[src/rtl/board_ram_arbiter_if.sv]
// board_ram_arbiter_if: requester-side bus of the board RAM arbiter.
interface board_ram_arbiter_if #(parameter int N = 4);
   logic [N-1:0]   req;
   logic [N-1:0]   acc;
   logic [N-1:0]   wren_in;
   logic [8*N-1:0] addr_in;
   logic [6*N-1:0] wdata_in;
   logic [N-1:0]   grant;
   logic [N-1:0]   rvalid;
   logic [5:0]     rdata;
   logic           busy;
   modport master (output req, acc, wren_in, addr_in, wdata_in, input grant, rvalid, rdata, busy);
   modport slave  (input req, acc, wren_in, addr_in, wdata_in, output grant, rvalid, rdata, busy);
endinterface

[src/rtl/board_ram_arbiter.sv]
// board_ram_arbiter: round-robin burst arbiter sharing the single-port board RAM between N
// requesters, with forced release after MAX_HOLD cycles and tagged read-data return.
module board_ram_arbiter #(
   parameter int N          = 4,
   parameter int RD_LATENCY = 1,
   parameter int MAX_HOLD   = 64
) (
   input  logic                clk,
   input  logic                reset_n,
   board_ram_arbiter_if.slave  bus,
   output logic [7:0]          o_ram_addr,
   output logic [5:0]          o_ram_data,
   output logic                o_ram_wren,
   input  logic [5:0]          i_ram_q
);
   localparam int IW = $clog2(N);
   localparam int HW = (MAX_HOLD > 1) ? $clog2(MAX_HOLD) : 1;
   typedef enum logic [1:0] {IDLE, OWN, HANDOFF} state_t;
   state_t                   r_state, w_next;
   logic [IW-1:0]            r_owner, r_last, w_winner;
   logic [HW-1:0]            r_hold;
   logic [N-1:0]             w_grant;
   logic                     w_force, w_acc, w_wr;
   logic [7:0]               r_ram_addr;
   logic [5:0]               r_ram_data;
   logic                     r_ram_wren;
   logic [RD_LATENCY:0][N-1:0] r_tag;
   // Descending scan so the requester nearest to last+1 is assigned last and wins.
   always_comb begin
      w_winner = r_last;
      for (int k = N; k >= 1; k--)
         if (bus.req[IW'((int'(r_last) + k) % N)]) w_winner = IW'((int'(r_last) + k) % N);
   end
   always_comb begin
      w_force = (MAX_HOLD > 0) && (r_hold == HW'(MAX_HOLD - 1)) && |(bus.req & ~w_grant);
      w_next  = (r_state == IDLE) ? (|bus.req ? OWN : IDLE) :
                (r_state == OWN)  ? ((!bus.req[r_owner] || w_force) ? HANDOFF : OWN) : IDLE;
   end
   always_ff @(posedge clk or negedge reset_n) begin
      if (!reset_n) begin
         r_state <= IDLE;
         r_owner <= '0;
         r_last  <= IW'(N - 1);
         r_hold  <= '0;
      end else begin
         r_state <= w_next;
         if (r_state == IDLE && |bus.req) begin
            r_owner <= w_winner;
            r_last  <= w_winner;
            r_hold  <= '0;
         end else if (r_state == OWN && r_hold != HW'(MAX_HOLD - 1)) begin
            r_hold  <= r_hold + 1'b1;
         end
      end
   end
   always_comb begin
      w_grant    = (r_state == OWN) ? (N'(1) << r_owner) : '0;
      w_acc      = |(w_grant & bus.acc);
      w_wr       = bus.wren_in[r_owner];
      bus.grant  = w_grant;
      bus.rvalid = r_tag[RD_LATENCY];
      bus.rdata  = i_ram_q;
      bus.busy   = |w_grant || |r_tag;
      o_ram_addr = r_ram_addr;
      o_ram_data = r_ram_data;
      o_ram_wren = r_ram_wren;
   end
   // Read tags follow the RAM pipeline so returns still reach their issuer after grant moves.
   always_ff @(posedge clk or negedge reset_n) begin
      if (!reset_n) begin
         r_ram_addr <= '0;
         r_ram_data <= '0;
         r_ram_wren <= 1'b0;
         r_tag      <= '0;
      end else begin
         r_ram_wren <= w_acc & w_wr;
         r_tag      <= {r_tag[RD_LATENCY-1:0], (w_acc && !w_wr) ? w_grant : N'(0)};
         if (w_acc) begin
            r_ram_addr <= bus.addr_in[r_owner*8 +: 8];
            r_ram_data <= bus.wdata_in[r_owner*6 +: 6];
         end
      end
   end
endmodule

[src/flat_wrapper.sv]
// flat-port wrapper written by rule: the top's interface ports become plain ports
module board_ram_arbiter_flat 
#(
   parameter int N          = 4,
   parameter int RD_LATENCY = 1,
   parameter int MAX_HOLD   = 64
)
  (clk, reset_n, o_ram_addr, o_ram_data, o_ram_wren, i_ram_q, bus_req, bus_acc, bus_wren_in, bus_addr_in, bus_wdata_in, bus_grant, bus_rvalid, bus_rdata, bus_busy);
  board_ram_arbiter_if #(.N(N)) bus_i ();
  input  logic clk;
  input  logic reset_n;
  output logic [7:0] o_ram_addr;
  output logic [5:0] o_ram_data;
  output logic o_ram_wren;
  input  logic [5:0] i_ram_q;
  input wire logic [$bits(bus_i.req)-1:0] bus_req;
  input wire logic [$bits(bus_i.acc)-1:0] bus_acc;
  input wire logic [$bits(bus_i.wren_in)-1:0] bus_wren_in;
  input wire logic [$bits(bus_i.addr_in)-1:0] bus_addr_in;
  input wire logic [$bits(bus_i.wdata_in)-1:0] bus_wdata_in;
  output wire logic [$bits(bus_i.grant)-1:0] bus_grant;
  output wire logic [$bits(bus_i.rvalid)-1:0] bus_rvalid;
  output wire logic [$bits(bus_i.rdata)-1:0] bus_rdata;
  output wire logic [$bits(bus_i.busy)-1:0] bus_busy;
  assign bus_i.req = bus_req;
  assign bus_i.acc = bus_acc;
  assign bus_i.wren_in = bus_wren_in;
  assign bus_i.addr_in = bus_addr_in;
  assign bus_i.wdata_in = bus_wdata_in;
  assign bus_grant = bus_i.grant;
  assign bus_rvalid = bus_i.rvalid;
  assign bus_rdata = bus_i.rdata;
  assign bus_busy = bus_i.busy;
  board_ram_arbiter #(.N(N), .RD_LATENCY(RD_LATENCY), .MAX_HOLD(MAX_HOLD)) u_core (.clk(clk), .reset_n(reset_n), .bus(bus_i), .o_ram_addr(o_ram_addr), .o_ram_data(o_ram_data), .o_ram_wren(o_ram_wren), .i_ram_q(i_ram_q));
endmodule
[config.mk]
export PLATFORM = sky130hd
export DESIGN_NAME = board_ram_arbiter_flat
export DESIGN_NICKNAME = d
export VERILOG_FILES = /design/src/rtl/board_ram_arbiter_if.sv /design/src/rtl/board_ram_arbiter.sv /design/src/flat_wrapper.sv
export SDC_FILE = /design/constraint.sdc
export NUM_CORES = 1
export LEC_CHECK = 0
export ABC_AREA = 1
export BUFFER_PORTS_ARGS = -buffer_cell sky130_fd_sc_hd__buf_2
export CORE_MARGIN = 4
export CORE_UTILIZATION = 49
export DETAILED_ROUTE_END_ITERATION = 6
export HOLD_SLACK_MARGIN = 0.06
export PLACE_DENSITY = 0.93
export SLEW_MARGIN = 0
export SYNTH_ARGS = -nofsm -noshare
export SYNTH_HDL_FRONTEND = slang
export SYNTH_SLANG_ARGS = --single-unit
[constraint.sdc]
create_clock -name clk -period 3.8 [get_ports clk]
set_clock_uncertainty 0.15 [all_clocks]
set_input_delay 0.38 -clock clk [delete_from_list [all_inputs] [get_ports clk]]
set_output_delay 0.38 -clock clk [all_outputs]
set_load 0.01 [all_outputs]
== After elaboration in Yosys (flattened, before gate mapping) ==
Cells that the tools add are included.

* Output and inout bits: 30
* Bits in registers: 35
* Word-level logic and storage cells: 73

* Magnitude comparators: 5
* Equality and inequality tests: 3
* Reduce and logical (&&, ||, !) cells: 15
* Add/subtract/negate cells: 5
* Shifts and indexed selects: 3
* Muxes and demuxes: 28
* Bitwise gates (word level): 4
* Multiply operators: 1

{| class="wikitable"
|+ Operator list
! kind !! count
|-
| 32-bit by 6-bit variable part select with 8-bit output || 1
|-
| 24-bit by 6-bit variable part select with 6-bit output || 1
|-
| 2-bit by 4-bit less-than comparator with 1-bit output (second input constant) || 4
|-
| 4-bit OR reduction || 4
|-
| 2-bit 2-to-1 mux || 7
|-
| 1-bit binary-select mux with 2-bit select || 6
|-
| 6-bit 2-to-1 mux || 2
|-
| 1-bit 2-to-1 mux || 11
|-
| 4-bit bitwise AND || 2
|-
| 4-bit 2-to-1 mux || 2
|-
| 8-bit OR reduction || 1
|-
| 6-bit by 1-bit adder with 6-bit output (second input constant) || 1
|-
| 6-bit equality test (second input constant) || 1
|-
| 6-bit != test (second input constant) || 1
|-
| 2-bit by 1-bit adder with 2-bit output (second input constant) || 2
|-
| 2-bit adder (second input constant) || 2
|-
| 1-bit logical AND || 4
|-
| 2-bit by 2-bit multiplier with 4-bit output (second input constant) || 1
|-
| 4-bit inverter || 1
|-
| 1-bit by 2-bit left shift with 4-bit output (first input constant) || 1
|-
| 2-bit by 3-bit less-than comparator with 1-bit output (second input constant) || 1
|-
| 2-bit by 1-bit equality test with 1-bit output (second input constant) || 1
|-
| 1-bit logical NOT || 2
|-
| 2-bit logical NOT || 1
|-
| other kinds (3) || 4
|}

== Longest topological paths before layout ==
Gate-level depths: netlist (run 1).

* Depth after elaboration: 10
* Gate-level depth with buffers: 11

== Least setup slack after synthesis (run 1) ==
OpenSTA, ideal clock, no wires.

* Kind: flip-flop to flip-flop
* Start: reg u_core.r_owner[1]
* End: reg u_core.r_ram_addr[0], in the netlist u_core.o_ram_addr[0]
* Arrival: 1.382 ns
* Slack: 2.146 ns
* Cell stages (with the launch flop): 11
* Data required time: 3.528 ns
* Buffers on the path: 2
* Cell sequence: dfrtp_1 > nor2_2 > nand2_1 > inv_2 > nand2_1 > nand2_1 > inv_2 > nand2_2 > buf_6 > buf_4 > a21oi_1

* Word-level cells in the longest chain between the ends: 4
* Elaborated cells on any way between the ends: 5
* Those cells by class: 2 x shift; 1 x mux; 1 x bitwise; 1 x reduce/logical

{| class="wikitable"
|+ Ends and longest elaborated chain
! element !! RTL line !! RTL
|-
| start: declaration || board_ram_arbiter.sv:20 || <nowiki>logic [IW-1:0] r_owner, r_last, w_winner;</nowiki>
|-
| start signal: assignment || board_ram_arbiter.sv:48 || <nowiki>r_owner <= w_winner;</nowiki>
|-
| 1-bit by 2-bit left shift with 4-bit output || board_ram_arbiter.sv:57 || <nowiki>w_grant = (r_state == OWN) ? (N'(1) << r_owner) : '0;</nowiki>
|-
| 4-bit 2-to-1 mux || board_ram_arbiter.sv:57 ||
|-
| named net bus_grant[0] || flat_wrapper.sv:21 || <nowiki>output wire logic [$bits(bus_i.grant)-1:0] bus_grant;</nowiki>
|-
| 4-bit bitwise AND || board_ram_arbiter.sv:58 || <nowiki>w_acc = |(w_grant & bus.acc);</nowiki>
|-
| 4-bit OR reduction || board_ram_arbiter.sv:58 ||
|-
| end signal: assignment || board_ram_arbiter.sv:79 || <nowiki>r_ram_addr <= bus.addr_in[r_owner*8 +: 8];</nowiki>
|-
| end: declaration || board_ram_arbiter.sv:24 || <nowiki>logic [7:0] r_ram_addr;</nowiki>
|}

The timed path passes the listed nets, and every way through them passes these cells.
A chain may end at the register's enable or synchronous reset.

== Final worst setup path (run 1) ==
* Start: reg u_core.r_owner[1]
* End: reg u_core.r_tag[2] (netlist bit)

* Word-level cells in the longest chain between the ends: 6
* Elaborated cells on any way between the ends: 9
* Those cells by class: 1 x shift; 4 x mux; 1 x bitwise; 3 x reduce/logical

{| class="wikitable"
|+ Ends and longest elaborated chain
! element !! RTL line !! RTL
|-
| 1-bit by 2-bit left shift with 4-bit output || board_ram_arbiter.sv:57 ||
|-
| 4-bit 2-to-1 mux || board_ram_arbiter.sv:57 ||
|-
| 4-bit bitwise AND || board_ram_arbiter.sv:58 ||
|-
| 4-bit OR reduction || board_ram_arbiter.sv:58 ||
|-
| 1-bit logical AND || board_ram_arbiter.sv:77 || <nowiki>r_tag <= {r_tag[RD_LATENCY-1:0], (w_acc && !w_wr) ? w_grant : N'(0)};</nowiki>
|-
| 4-bit 2-to-1 mux * || board_ram_arbiter.sv:77 ||
|-
| end signal: assignment || board_ram_arbiter.sv:77 ||
|-
| end: declaration || board_ram_arbiter.sv:27 || <nowiki>logic [RD_LATENCY:0][N-1:0] r_tag;</nowiki>
|}

Mark *: on every way between the ends. The rest lies on a longest branch, timed or not. The select of a mux whose other input is x is not followed.

==> PnR_summary.wiki, run 1 <==
{| class="wikitable"
! Metric !! Value
|-
| Hold path startpoint || u_core.r_tag[2]
|-
| Number of global-route vias before repair || 2078
|-
| All-layer global routing usage || 21.6%
|-
| Total power draw || 1.94 mW
|-
| Worst Hold Depth || 0
|-
| DR DRC count || 0
|-
| Synthesized netlist net count || 364
|-
| Cell occurring most often along the worst timing path || nand2_1
|-
| Synthesis Warnings || 0
|-
| Fraction of power consumed by sequential logic || 32.8%
|-
| IR drop worst, VDD || 0.413 mV
|-
| Leakage power of the design || 1.38 nW
|-
| Number of nets with antenna violations after detailed routing || 0
|-
| # rows || 23
|-
| Buffers added on ports || 93
|-
| Largest net degree at the start of global routing || 36
|-
| Maximum fanout along the worst path || 29
|-
| Clock tree buffer depth || 2
|-
| Clock tree sinks || 35
|-
| Crit start category || register
|-
| Wire length of the first global-routing pass || 8910 µm
|-
| Cell with the biggest individual delay on the critical path || nor2_2
|-
| Unrepaired setup endpoints after global routing || no
|-
| Async set or reset register ratio after synthesis || 100%
|-
| Data arrival at the endpoint of the critical path || 2.46 ns
|-
| IO Pins || 106
|-
| Number of buffers created by CTS || 5
|-
| Placement-stage cell area || 2440 µm²
|-
| Cells after Synth || 287
|-
| Switching share of power || 47.1%
|-
| Yosys top cell area share || 40.6%
|-
| Final instance area || 2530 µm²
|-
| Antenna Cells || 0
|-
| Total Routed Length || 5480 µm
|-
| Final period util || 63.1%
|-
| Insertion delay to the later sink of the worst-skew pair || 0.29 ns
|-
| Die Height || 72.5 µm
|-
| Clock network fraction of total power || 13.2%
|-
| Wire length per cell after detailed routing || 13.0 µm
|-
| Clock tree root driver cell || clkbuf_8
|-
| Total of endpoints with negative setup slack in the final report || 0
|-
| Number of pins with negative max-slew slack in the final report || 0
|-
| Sw power || 0.911 mW
|-
| Number of nets in the final layout || 446
|-
| Global-route congestion overflow total || 0
|-
| Ranking of synthesized cells by area || dfrtp_1, nand2_1, nand3_1, a21oi_1, buf_4
|-
| Worst-path clk slew || 0.07 ns
|-
| Status || completed
|-
| FILL cells || 357
|-
| H-tree depth reported by CTS || 2
|-
| Post-synth EDFFs || 0
|-
| Pin slew with the least headroom to its limit || 0.747 ns
|-
| Syn avg cell area || 7.09 µm²
|-
| Area of the die || 5250 µm²
|-
| Number of max-cap violations || 0
|-
| Power share of the combinational group || 54.0%
|-
| Post-layout minimum cycle time || 2.40 ns
|-
| Cell Area, Synth || 2040 µm²
|-
| Count of final hold-check violations || 0
|-
| First DRT Iteration DRCs || 166
|-
| PD cells || 766 nW/µm²
|-
| Req. time, crit path || 3.86 ns
|-
| Std-Cell Core Area || 4000 µm²
|-
| Setup repair bufs after CTS || 0
|-
| Biggest area consumer among synthesized cells || dfrtp_1
|-
| Maximum single-stage delay on the critical path || 0.54 ns
|-
| Number of vias per cell || 5.16
|-
| Sequential area share after synthesis || 43.1%
|-
| Internal portion of total power || 1.02 mW
|-
| Normalized max-slew margin || 50.2%
|-
| Initial Utilization || 50.9%
|-
| Distinct cell type count after synthesis || 24
|-
| Maximum operating frequency || 417 MHz
|-
| Final HPWL from detailed placement || 4270 µm
|-
| Proportion of layout cells with a drive suffix above 1 || 30.3%
|-
| Main synth FF type || dfrtp_1
|-
| Router iterations before antenna repair || 5
|-
| Worst-path cell chain || nor2_2 > nand2_1 > inv_2 > nand2_1 > nand2_1 > inv_2 > nand2_2 > nand2_1 > nor2_1
|-
| Number of cells traversed by the worst register-to-register path || 9
|-
| RePlAce Congestion || 0.854
|-
| Core utilization of the finished layout || 63.2%
|-
| CTS tree || yes
|-
| Sort of element at the end of the critical path || register
|-
| Crit Path Class || register to register
|-
| Start point of the critical path || u_core.r_owner[1]
|-
| Reg2reg start || u_core.r_owner[1]
|-
| Chip Width || 72.5 µm
|-
| Area growth from synthesis to layout || 24.1%
|-
| Flop and latch count out of synthesis || 35
|-
| Path class of the lowest-slack min-delay path || register to register
|-
| Initial antenna violation count || 0
|-
| Setup TNS Final || 0 ns
|-
| Via count || 2166
|}
[power by group through the flow]
stage | Sequential, mW | Clock (mW) | Combinational (mW)
global route | 0.653 | 0.284 | 1.20
finish | 0.635 | 0.255 | 1.05
floorplan | 0.649 | 0 | 0.759
global placement | 0.630 | 0 | 1.00
CTS | 0.632 | 0.259 | 1.05
detailed placement | 0.634 | 0 | 1.05
[synth_stat cells (2+ instances only)]
library cell / n
nand2_2: 2
nand3_1: 34
nor3_1: 3
nor4_1: 2
a21oi_1: 32
buf_2: 3
dfstp_2: 2
nor2_2: 2
inv_2: 7
dfrtp_1: 33
inv_1: 15
buf_4: 12
nor2_1: 23
clkbuf_1: 3
xor2_1: 3
nand2_1: 98
o21ai_0: 6
[path summary, 6_finish.rpt]
kind / to / slack (ns)
setup reg to reg: u_core.r_tag[2] / 1.40
hold reg to reg: u_core.bus.rvalid[2] / 0.23
min in group asynchronous: u_core.o_ram_data[5] / 0.55
hold / removal: u_core.bus.rvalid[2] / 0.23
max in group asynchronous: u_core.bus.rvalid[1] / 2.47
setup / recovery: u_core.r_tag[2] / 1.40
[worst max-delay path: cells and delay by family, from the launching register on]
| kind | cells | cell delay, ns |
|---|---|---|
| buffers and inverters | 2 | 0.13 |
| DFF | 1 | 0.48 |
| and+or+nand+nor | 7 | 1.57 |
[logic make-up (layout without fill, tap and decap cells)]
logic type / after synthesis / after routing / synth area share (%)
adder cells (fa/ha/maj): 1 / 1 / 0.615
AO/OA/AOI/OAI: 41 / 41 / 10.5
XOR/XNOR: 3 / 3 / 1.29
AND/OR/NAND/NOR: 166 / 166 / 34.1
flip-flops: 35 / 35 / 43.1
buffers and inverters: 41 / 124 / 10.3
[registers in the layout, indices dropped and copies added (netlist names)]
name / count
u_core.o_ram_addr: 8
u_core.o_ram_data: 6
u_core.r_hold: 6
u_core.bus.rvalid: 4
u_core.r_tag: 4
u_core.r_last: 2
u_core.r_owner: 2
u_core.r_state: 2
u_core.o_ram_wren: 1
[cell usage in the layout, fill, tap and decap left out]
cell type,netlist,layout
nor2_4,1,1
dfstp_2,2,2
nand4_1,1,1
nand3_1,34,34
o211ai_1,1,1
o21ai_0,6,6
inv_2,7,7
nor2_1,23,23
dlygate4sd3_1,0,1
clkbuf_1,3,3
ha_1,1,1
a22oi_1,1,1
nor4_1,2,2
nor2_2,2,2
dfrtp_1,33,33
xor2_1,3,3
nand2_1,98,98
nor3_1,3,3
nand2_2,2,2
o221ai_1,1,1
inv_1,15,15
clkbuf_8,0,5
a21oi_1,32,32
buf_2,3,93
[metal layers]
metal	vias up	routed length (µm)	global-route usage, %
met5	-	0	0
met4	0	99	8.61
met3	9	349	5.12
met2	80	2790	35.8
met1	997	2230	27.3
li1	1080	-	-
[final cells by class]
class / count / area [µm²] / share of cell area (%)
Multi-Input combinational cell: 211 / 947 / 37.5
Sequential cell: 35 / 878 / 34.8
Timing Repair Buffer: 94 / 475 / 18.8
Inverter: 22 / 82.6 / 3.27
Clock buffer: 8 / 80.1 / 3.17
Tap cell: 50 / 62.6 / 2.48
[timing repair]
item	4_1_cts	5_1_grt
setup endpoints to repair	0	0
endpoints found under the hold margin	33	0
gates resized for setup	0	0
hold buffers	1	0
[per-stage QoR]
step	hold WS [ns]	cells	worst slack, ns
5_1_grt	0.237	420	1.13
3_5_place_dp	0.218	411	1.44
6_report	0.230	420	1.40
2_1_floorplan	-0.0656	287	2.15
4_1_cts	0.232	420	1.42
3_3_place_gp	0.212	411	1.58
Power figures use the tool's default switching activity.
==> run 2: changes to the inputs <==
- CORE_UTILIZATION: 49 -> 45
- PLACE_DENSITY: 0.93 -> 0.87
- clock period: 3.8 -> 2.4 ns (I/O delays scaled with it)
==> PnR_summary.wiki, run 2 (synthesis results as in run 1) <==
{| class="wikitable"
! Metric !! Value
|-
| Worst-path cell chain || nand2_1 > inv_2 > nand2_2 > inv_2 > nand2_1 > nand2_1 > inv_2 > nand2_2 > nand2_1 > nor2_1
|-
| Reg2reg start || u_core.r_owner[1]
|-
| Normalized max-slew margin || 48.6% (-1.6 points)
|-
| Via count || 2179 (+0.60%)
|-
| Number of global-route vias before repair || 1998 (-3.8%)
|-
| Total of endpoints with negative setup slack in the final report || 0 (unchanged)
|-
| FILL cells || 405 (+13%)
|-
| Fraction of power consumed by sequential logic || 32.2% (-0.6 points)
|-
| Chip Width || 75.3 µm (+3.9%)
|-
| Sort of element at the end of the critical path || register
|-
| Die Height || 75.3 µm (+3.9%)
|-
| Hold path startpoint || bus_wdata_in[22]
|-
| Req. time, crit path || 2.47 ns (-1.39 ns)
|-
| Met1 usage || 24.0% (-3.3 points)
|-
| Std-Cell Core Area || 4350 µm² (+8.9%)
|-
| Clock network fraction of total power || 12.6% (-0.6 points)
|-
| Insertion delay to the later sink of the worst-skew pair || 0.29 ns (about the same)
|-
| Path class of the lowest-slack min-delay path || primary input to register
|-
| Largest delay contributor family on the critical path || simple AND/OR/NAND/NOR gates
|-
| Internal portion of total power || 1.64 mW (+60%)
|-
| RePlAce Congestion || 0.861 (+0.80%)
|-
| Global-route congestion overflow total || 0 (unchanged)
|-
| Setup repair bufs after CTS || 0 (unchanged)
|-
| Start point of the critical path || u_core.r_owner[1]
|-
| Cts hold-fix bufs || 1 (unchanged)
|-
| Number of buffer and inverter instances along the worst setup path || 3 (+1)
|-
| Wire length per cell after detailed routing || 12.9 µm (-0.85%)
|-
| Capturing instance or port of the critical path || u_core.r_tag[2]
|-
| H-tree depth reported by CTS || 2 (unchanged)
|-
| Maximum single-stage delay on the critical path || 0.50 ns (-0.04 ns)
|-
| PD cells || 1220 nW/µm² (+59%)
|-
| Number of buffers created by CTS || 5 (unchanged)
|-
| Reg-to-reg setup timing slack || 0.28 ns (-1.12 ns)
|-
| Cell occurring most often along the worst timing path || nand2_1
|-
| IO Pins || 106 (unchanged)
|-
| Most common library cell in the layout ignoring fill and taps || nand2_1
|-
| Crit start category || register
|-
| Total Routed Length || 5470 µm (-0.15%)
|-
| IR drop worst, VDD || 0.614 mV (+49%)
|-
| Initial antenna violation count || 0 (unchanged)
|-
| Post-layout minimum cycle time || 2.12 ns (-0.279 ns)
|-
| Cell with the biggest individual delay on the critical path || dfrtp_1
|-
| Unrepaired setup endpoints after global routing || no
|-
| Maximum fanout along the worst path || 29 (unchanged)
|-
| DR DRC count || 0 (unchanged)
|-
| # rows || 24 (+4.3%)
|-
| Clock tree buffer depth || 2 (unchanged)
|-
| Switching share of power || 46.9% (-0.13 points)
|-
| First DRT Iteration DRCs || 174 (+4.8%)
|-
| Data arrival at the endpoint of the critical path || 2.19 ns (-0.27 ns)
|-
| Number of nets in the final layout || 449 (+0.67%)
|-
| R2R Path End || u_core.r_tag[2]
|-
| Met3 Use GR || 3.47% (-1.7 points)
|-
| Largest register FFs || 8 (unchanged)
|-
| Largest net degree at the start of global routing || 36 (unchanged)
|-
| Clock tree root driver cell || clkbuf_8
|-
| Antenna Cells || 0 (unchanged)
|-
| CTS tree || yes
|-
| Initial Utilization || 46.8% (-4.1 points)
|-
| Number of vias per cell || 5.15 (-0.11%)
|-
| Wire length of the first global-routing pass || 8490 µm (-4.7%)
|-
| Setup TNS Final || 0 ns (unchanged)
|-
| Buffers added on ports || 93 (unchanged)
|-
| Leading cell types in the layout, fill and taps excluded || nand2_1, buf_2, nand3_1
|-
| Cell count along the critical path || 10 (+1)
|-
| Number of max-cap violations || 0 (unchanged)
|-
| Maximum operating frequency || 472 MHz (+13%)
|-
| Router iterations before antenna repair || 4 (-1)
|-
| Final period util || 88.4% (+25 points)
|-
| Met2 track demand over resource || 33.8% (-2.0 points)
|-
| Sw power || 1.45 mW (+60%)
|-
| CTS-repair resized insts || 0 (unchanged)
|-
| Number of nets with antenna violations after detailed routing || 0 (unchanged)
|-
| Total power draw || 3.10 mW (+60%)
|-
| Proportion of layout cells with a drive suffix above 1 || 31.0% (+0.73 points)
|-
| Count of placed standard cells including taps || 416 (+1.2%)
|-
| Busiest grt layer || met2
|-
| Final HPWL from detailed placement || 4200 µm (-1.7%)
|-
| Power share of the combinational group || 55.2% (+1.2 points)
|-
| Count of final hold-check violations || 0 (unchanged)
|-
| Crit Path Class || register to register
|-
| Pin slew with the least headroom to its limit || 0.771 ns (+0.0239 ns)
|-
| Clock tree sinks || 35 (unchanged)
|-
| Area of the die || 5660 µm² (+7.9%)
|-
| Area growth from synthesis to layout || 25.0%
|-
| Worst-path clk slew || 0.06 ns (about the same)
|-
| All-layer global routing usage || 19.8% (-1.8 points)
|-
| Status || completed
|-
| Count of placed standard cells in the final layout, fillers left out || 423 (+0.71%)
|-
| Leakage power of the design || 1.40 nW (+0.92%)
|-
| Number of cells traversed by the worst register-to-register path || 10 (+1)
|-
| Number of pins with negative max-slew slack in the final report || 0 (unchanged)
|}
[run 2: worst min path at each step]
| stage | to | slack (ns) | depth (start not counted) |
|---|---|---|---|
| final | u_core.o_ram_data[4] | 0.09 | 3 |
| after global routing | u_core.o_ram_addr[3] | 0.1 | 3 |
| after CTS | u_core.o_ram_data[4] | 0.09 | 3 |
| after detailed placement | u_core.r_hold[1] | 0.21 | 1 |
| after global placement | u_core.r_hold[1] | 0.19 | 1 |
| after floorplan | u_core.bus.rvalid[0] | -0.21 | 0 |
[run 2: worst register-to-register path: stages (launching register included)]
cell and delay (ns):
dfrtp_1 0.50, nand2_1 0.13, inv_2 0.25, nand2_2 0.12, inv_2 0.07, nand2_1 0.05
nand2_1 0.06, inv_2 0.04, nand2_2 0.36, nand2_1 0.19, nor2_1 0.12
[run 2: cell type report]
type / instances / area [µm²] / area share (%)
Clock buffer: 6 / 72.6 / 2.85
Inverter: 22 / 82.6 / 3.25
Multi-Input combinational cell: 211 / 947 / 37.2
Sequential cell: 35 / 878 / 34.5
Tap cell: 52 / 65.1 / 2.56
Timing Repair Buffer: 97 / 498 / 19.6
[run 2: power groups by stage]
stage	sequential [mW]	clock, mW	combinational [mW]
2_1_floorplan	1.03	0	1.20
3_3_place_gp	0.992	0	1.64
3_5_place_dp	1.00	0	1.70
4_1_cts	0.996	0.407	1.71
5_1_grt	1.03	0.430	1.95
6_report	0.996	0.390	1.71
[run 2: metal layers]
| metal | up-vias | routed length, µm |
|---|---|---|
| li1 | 1088 | - |
| met1 | 996 | 2150 |
| met2 | 84 | 2800 |
| met3 | 11 | 396 |
| met4 | 0 | 120 |
| met5 | - | 0 |
[run 2: stage by stage]
step | area, µm² | worst slack [ns] | hold slack (ns) | utilization (%)
6_report | 2540 | 0.279 | 0.0946 | 58.4
5_1_grt | 2540 | 0.0256 | 0.0979 | 58.4
4_1_cts | 2540 | 0.276 | 0.0907 | 58.4
3_5_place_dp | 2460 | 0.279 | 0.207 | 56.5
3_3_place_gp | 2460 | 0.423 | 0.191 | 56.5
2_1_floorplan | 2040 | 0.746 | -0.206 | -
